**src/rtl/max6675_scan_scheduler.sv**
```systemverilog
// Purpose: time-shares one SPI master across NUM_SENSORS MAX6675 converters and publishes decoded frames.
// Latency: first byte request CS_SETUP_CLKS+1 cycles after the period tick; result valid the cycle after the last byte.
// Backpressure: one result outstanding; the FSM stalls in CS_GAP (CS high) until the consumer accepts it.
module max6675_scan_scheduler #(
    parameter int NUM_SENSORS   = 4,
    parameter int SENSOR_ID_W   = 2,
    parameter int CLKS_PER_CONV = 22000000,
    parameter int CS_SETUP_CLKS = 10,
    parameter int CS_HOLD_CLKS  = 10
) (
    input  logic                   i_clk,
    input  logic                   i_reset,
    input  logic [NUM_SENSORS-1:0] i_enable,
    output logic [NUM_SENSORS-1:0] o_cs_n,
    output logic                   o_spi_tx_dv,
    input  logic                   i_spi_tx_ready,
    input  logic                   i_spi_rx_dv,
    input  logic [7:0]             i_spi_rx_byte,
    output logic                   o_result_valid,
    input  logic                   i_result_ready,
    output logic [SENSOR_ID_W-1:0] o_result_id,
    output logic [11:0]            o_result_temp,
    output logic                   o_result_open,
    output logic                   o_result_err,
    output logic                   o_overrun,
    output logic                   o_busy
);

    localparam int PER_W = (CLKS_PER_CONV > 1) ? $clog2(CLKS_PER_CONV) : 1;
    localparam int SET_W = $clog2(CS_SETUP_CLKS + 1);
    localparam int HLD_W = $clog2(CS_HOLD_CLKS + 1);
    localparam int DLY_W = (SET_W > HLD_W) ? SET_W : HLD_W;

    typedef enum logic [2:0] {
        IDLE,
        CS_SETUP,
        BYTE_REQ,
        BYTE_WAIT,
        PUBLISH,
        CS_GAP
    } state_t;

    state_t                 state;
    logic [PER_W-1:0]       per_cnt;
    logic                   tick;
    logic [NUM_SENSORS-1:0] mask;
    logic [SENSOR_ID_W-1:0] idx;
    logic [DLY_W-1:0]       dly_cnt;
    logic                   byte_cnt;
    logic [7:0]             frame_hi;
    logic [SENSOR_ID_W:0]   first_pick;
    logic [SENSOR_ID_W:0]   next_pick;

    // Lowest set bit of m at or above position 'from'; MSB of the result flags "found".
    function automatic logic [SENSOR_ID_W:0] pick_from(input logic [NUM_SENSORS-1:0] m, input int from);
        logic [SENSOR_ID_W:0] r;
        r = '0;
        for (int i = NUM_SENSORS - 1; i >= 0; i--) begin
            if (m[i] && (i >= from)) begin
                r = {1'b1, SENSOR_ID_W'(i)};
            end
        end
        return r;
    endfunction

    // Active-low one-cold chip select for sensor id.
    function automatic logic [NUM_SENSORS-1:0] cs_for(input logic [SENSOR_ID_W-1:0] id);
        logic [NUM_SENSORS-1:0] c;
        for (int i = 0; i < NUM_SENSORS; i++) begin
            c[i] = (id != SENSOR_ID_W'(i));
        end
        return c;
    endfunction

    assign tick   = (per_cnt == PER_W'(CLKS_PER_CONV - 1));
    assign o_busy = (state != IDLE);

    // First sensor of a new sweep comes straight from the live enable mask.
    always_comb begin
        first_pick = pick_from(i_enable, 0);
    end

    // Next sensor within the current sweep comes from the latched mask.
    always_comb begin
        next_pick = pick_from(mask, int'(idx) + 1);
    end

    // Free-running conversion period counter; wraps on the tick cycle.
    always_ff @(posedge i_clk) begin
        if (!i_reset) begin
            per_cnt <= '0;
        end else if (tick) begin
            per_cnt <= '0;
        end else begin
            per_cnt <= per_cnt + PER_W'(1);
        end
    end

    // Sweep sequencer; outputs are registered and change on the edge entering each state.
    always_ff @(posedge i_clk) begin
        if (!i_reset) begin
            state          <= IDLE;
            mask           <= '0;
            idx            <= '0;
            dly_cnt        <= '0;
            byte_cnt       <= 1'b0;
            frame_hi       <= '0;
            o_cs_n         <= '1;
            o_spi_tx_dv    <= 1'b0;
            o_result_valid <= 1'b0;
            o_result_id    <= '0;
            o_result_temp  <= '0;
            o_result_open  <= 1'b0;
            o_result_err   <= 1'b0;
            o_overrun      <= 1'b0;
        end else begin
            o_spi_tx_dv <= 1'b0;
            // A tick that lands mid-sweep is reported and dropped, never queued.
            o_overrun   <= tick && (state != IDLE);
            if (o_result_valid && i_result_ready) begin
                o_result_valid <= 1'b0;
            end

            case (state)
                IDLE: begin
                    if (tick) begin
                        mask <= i_enable;
                        if (first_pick[SENSOR_ID_W]) begin
                            idx     <= first_pick[SENSOR_ID_W-1:0];
                            o_cs_n  <= cs_for(first_pick[SENSOR_ID_W-1:0]);
                            dly_cnt <= '0;
                            state   <= CS_SETUP;
                        end
                    end
                end

                CS_SETUP: begin
                    if (dly_cnt == DLY_W'(CS_SETUP_CLKS - 1)) begin
                        byte_cnt <= 1'b0;
                        state    <= BYTE_REQ;
                    end else begin
                        dly_cnt <= dly_cnt + DLY_W'(1);
                    end
                end

                BYTE_REQ: begin
                    if (i_spi_tx_ready) begin
                        o_spi_tx_dv <= 1'b1;
                        state       <= BYTE_WAIT;
                    end
                end

                BYTE_WAIT: begin
                    if (i_spi_rx_dv) begin
                        if (!byte_cnt) begin
                            frame_hi <= i_spi_rx_byte;
                            byte_cnt <= 1'b1;
                            state    <= BYTE_REQ;
                        end else begin
                            // Raising CS here starts the device's next conversion.
                            o_cs_n         <= '1;
                            o_result_valid <= 1'b1;
                            o_result_id    <= idx;
                            o_result_temp  <= {frame_hi[6:0], i_spi_rx_byte[7:3]};
                            o_result_open  <= i_spi_rx_byte[2];
                            o_result_err   <= frame_hi[7] | i_spi_rx_byte[1];
                            state          <= PUBLISH;
                        end
                    end
                end

                PUBLISH: begin
                    dly_cnt <= '0;
                    state   <= CS_GAP;
                end

                CS_GAP: begin
                    if (dly_cnt != DLY_W'(CS_HOLD_CLKS - 1)) begin
                        dly_cnt <= dly_cnt + DLY_W'(1);
                    end else if (!o_result_valid) begin
                        if (next_pick[SENSOR_ID_W]) begin
                            idx     <= next_pick[SENSOR_ID_W-1:0];
                            o_cs_n  <= cs_for(next_pick[SENSOR_ID_W-1:0]);
                            dly_cnt <= '0;
                            state   <= CS_SETUP;
                        end else begin
                            state <= IDLE;
                        end
                    end
                end

                default: begin
                    state <= IDLE;
                end
            endcase
        end
    end

endmodule

```
**config.mk**
```make
export PLATFORM = sky130hd
export DESIGN_NAME = max6675_scan_scheduler
export DESIGN_NICKNAME = d
export VERILOG_FILES = /design/src/rtl/max6675_scan_scheduler.sv
export SDC_FILE = /design/constraint.sdc
export NUM_CORES = 1
export LEC_CHECK = 0
export CAP_MARGIN = 20
export CORE_MARGIN = 1.5
export CORE_UTILIZATION = 30
export CTS_CLUSTER_DIAMETER = 60
export DETAILED_ROUTE_END_ITERATION = 8
export GPL_TIMING_DRIVEN = 0
export HOLD_SLACK_MARGIN = 0.05
export PLACE_DENSITY = 0.47
export SYNTH_ARGS = -nofsm -noshare
export SYNTH_HDL_FRONTEND = slang
export SYNTH_SLANG_ARGS = --single-unit
```
**constraint.sdc**
```tcl
create_clock -name i_clk -period 5.06 [get_ports i_clk]
set_clock_uncertainty 0.1 [all_clocks]
set_input_delay 1.012 -clock i_clk [delete_from_list [all_inputs] [get_ports i_clk]]
set_output_delay 1.012 -clock i_clk [all_outputs]
set_load 0.03 [all_outputs]
```
==> impl_metrics.tcl <==
set metrics [dict create \
    ant_nets 0 \
    arrival_ps 3300 \
    wire_per_inst_um 13.9 \
    p_leak_nw 1.32 \
    gp_congestion 0.765 \
    netlist_top_cells_area "dfxtp_1 43%, nor2_1 6.3%, nand2_1 5.5%, mux2i_1 5.3%, xnor2_1 4.9%" \
    ys_ff_latch 69 \
    clock_sinks 69 \
    min_to "o_result_temp[9]$_SDFFE_PN0P_" \
    clockBufferDepth 2 \
    grt_pass1_wl_um 13400 \
    hold_path_depth 2 \
    ys_seq_area_share_pct 43.0 \
    htreeDepth 3 \
    drt_iter0_markers 159 \
    synth_common_cells "69 x dfxtp_1, 54 x nor2_1, 47 x nand2_1, 26 x a21oi_1, 18 x xnor2_1" \
    antenna_cells 0 \
    vias 2787 \
    finalPower_w 0.00105 \
    grt_use_total_pct 15.1 \
    syn_inst 381 \
    hold_viol 0 \
    cts_resized 0 \
    grt_overflow_total 0 \
    yosysWarnings 0 \
    synth_edf_count 0 \
    slew_violations 0 \
    power.density_nw_per_um2 264 \
    finalWirelength_um 7970 \
    syn_to_final_growth_pct 23.9 \
    syn-cell-area_um2 3210 \
    synth.top_cell.area_share_pct 43.0 \
    synth.avg_cell_area_um2 8.43 \
    die_x_um 106 \
    drive_above_1_share_pct 7.55 \
    cp-end-kind "flip-flop" \
    grt_pass1_vias 2693 \
    cap_violations 0 \
    crit_type "in -> reg" \
    start_util_pct 31.0 \
    crit_required_ps 5250 \
    slew_headroom_pct 45.8 \
    worstHoldStart "frame_hi[4]$_SDFFE_PN0P_" \
    io_pins 41 \
    root_buffer "clkbuf_8" \
    post_cts_buffers 0 \
    nNetsFinal 452 \
    min_period_ps 3110 \
    rows 37 \
    clk_latency_ps 360 \
    path_clk_slew_ps 90 \
    firstDrtPassIters 4 \
    syn-num-nets 401 \
    ys_types 53 \
    grt_max_degree 14 \
    hold_class "reg -> reg" \
    viasPerCell 4.86 \
    reg2reg_from "per_cnt[0]$_SDFF_PP0_" \
    synth-main-ff-cell "dfxtp_1" \
    ctsHoldBuffers 0 \
    die_height_um 106 \
    async_flop_share_pct 0 \
    cts_tree "yes" \
    portBuffers 40 \
    worst_slew_pin_slew_ps 806 \
    rr_worst_depth 7 \
    rsz0062_at_grt "no" \
    core_um2 10400 \
    die_area_um2 11300 \
    hpwlAfterDp_um 5780 \
    startpoint_type "input pin" \
    max_freq_mhz 322 \
    rrSetupSlack_ps 2770 \
    worst_r2r_endpoint "per_cnt[15]$_SDFF_PP0_" \
    ir_drop_uv 111 \
    finalSetupTns_ps 0 \
    synth_top_area_cell "dfxtp_1" \
    post-route-period-util_pct 61.4 \
    setup_violations 0 \
    crit_fanout 5 \
    antenna_found_initial 0 \
    synth.most_common_cell "dfxtp_1" \
    drc_errors 0 \
    status "finished clean" \
    numCtsBuffers 9 \
]
-- final cells by class --
type                    count  area (um^2)
repair buffers             40          400
clock inverters             7         72.6
plain buffers              18         82.6
clock buffers               9          124
multi-input cells         285         1710
well taps                 136          170
inverters                   9         33.8
flip-flops and latches     69         1380
fillers                  1082         6390
-- state kept, by name, summed over array words and instances (netlist names), 2 cells and up --
| name | flops |
|---|---|
| o_cs_n | 4 |
| per_cnt | 25 |
| o_result_id | 2 |
| o_result_temp | 12 |
| dly_cnt | 4 |
| frame_hi | 8 |
| mask | 3 |
| state | 3 |
| idx | 2 |
-- cells in the final DEF, fill, tap and decap left out, types with 3 or more instances in the layout --
cell type and instances:
nand3_1 10, clkdlybuf4s50_1 40, a21oi_1 26, nor4b_1 5, nand3b_1 4, clkbuf_1 8
nand2_1 47, nand2b_1 5, o22ai_1 4, xor2_1 4, buf_2 9, inv_1 9
and2_1 5, xnor2_1 18, dfxtp_1 69, ha_1 3, and3_1 4, clkbuf_8 9
nor2b_1 3, o21ai_0 10, nor3_1 16, nor4_1 5, nor2_1 54, mux2i_1 17
nand4_1 9
-- layer usage --
layer	wire [um]	track usage [%]	vias up
li1	-	-	1435
met1	3930	20.1	1295
met2	3630	23.2	44
met3	269	4.29	13
met4	144	5.62	0
met5	0	0	-
-- worst max-delay path: stages --
cell and delay (ps):
clkdlybuf4s50_1 500, nor4_1 740, and2_1 260, a31oi_1 70
o22ai_1 460, mux2i_1 260
-- power by group --
part	switching [W]	internal [W]
clock network	0.000234	0.000229
registers	0.00000293	0.000544
logic	0.0000209	0.0000179
-- worst max path at each step --
stage / startpoint / to
4_1_cts: state[1]$_SDFFE_PN0P_ / o_busy
3_3_place_gp: i_enable[3] / o_cs_n[3]$_SDFFE_PN1P_
2_1_floorplan: i_enable[3] / o_cs_n[0]$_SDFFE_PN1P_
5_1_grt: i_enable[3] / o_cs_n[2]$_SDFFE_PN1P_
6_report: i_enable[0] / o_cs_n[1]$_SDFFE_PN1P_
3_5_place_dp: i_enable[0] / o_cs_n[1]$_SDFFE_PN1P_
-- metrics by stage --
step / hold slack [ps] / utilization (%) / cell area, um^2 / worst slack [ps] / std cells
finish: 350 / 38.4 / 3980 / 1950 / 573
global route: 372 / 38.4 / 3980 / 1810 / 573
CTS: 349 / 38.4 / 3980 / 1980 / 573
detailed placement: 344 / 36.5 / 3780 / 1610 / 557
global placement: 342 / 36.5 / 3780 / 1630 / 557
floorplan: 331 / - / 3210 / 2680 / 381
-- cells by family after synthesis --
kind of cell / count (synthesis) / synth area share (%)
xor gates and xnor gates: 22 / 6.00
DFF: 69 / 43.0
AOI/OAI and AO/OA: 59 / 11.3
adders and majority gates: 3 / 1.17
and+or+nand+nor: 184 / 29.6
muxes: 17 / 5.30
buffers and inverters: 27 / 3.62
Note: power is estimated with default switching activity, not from simulation.
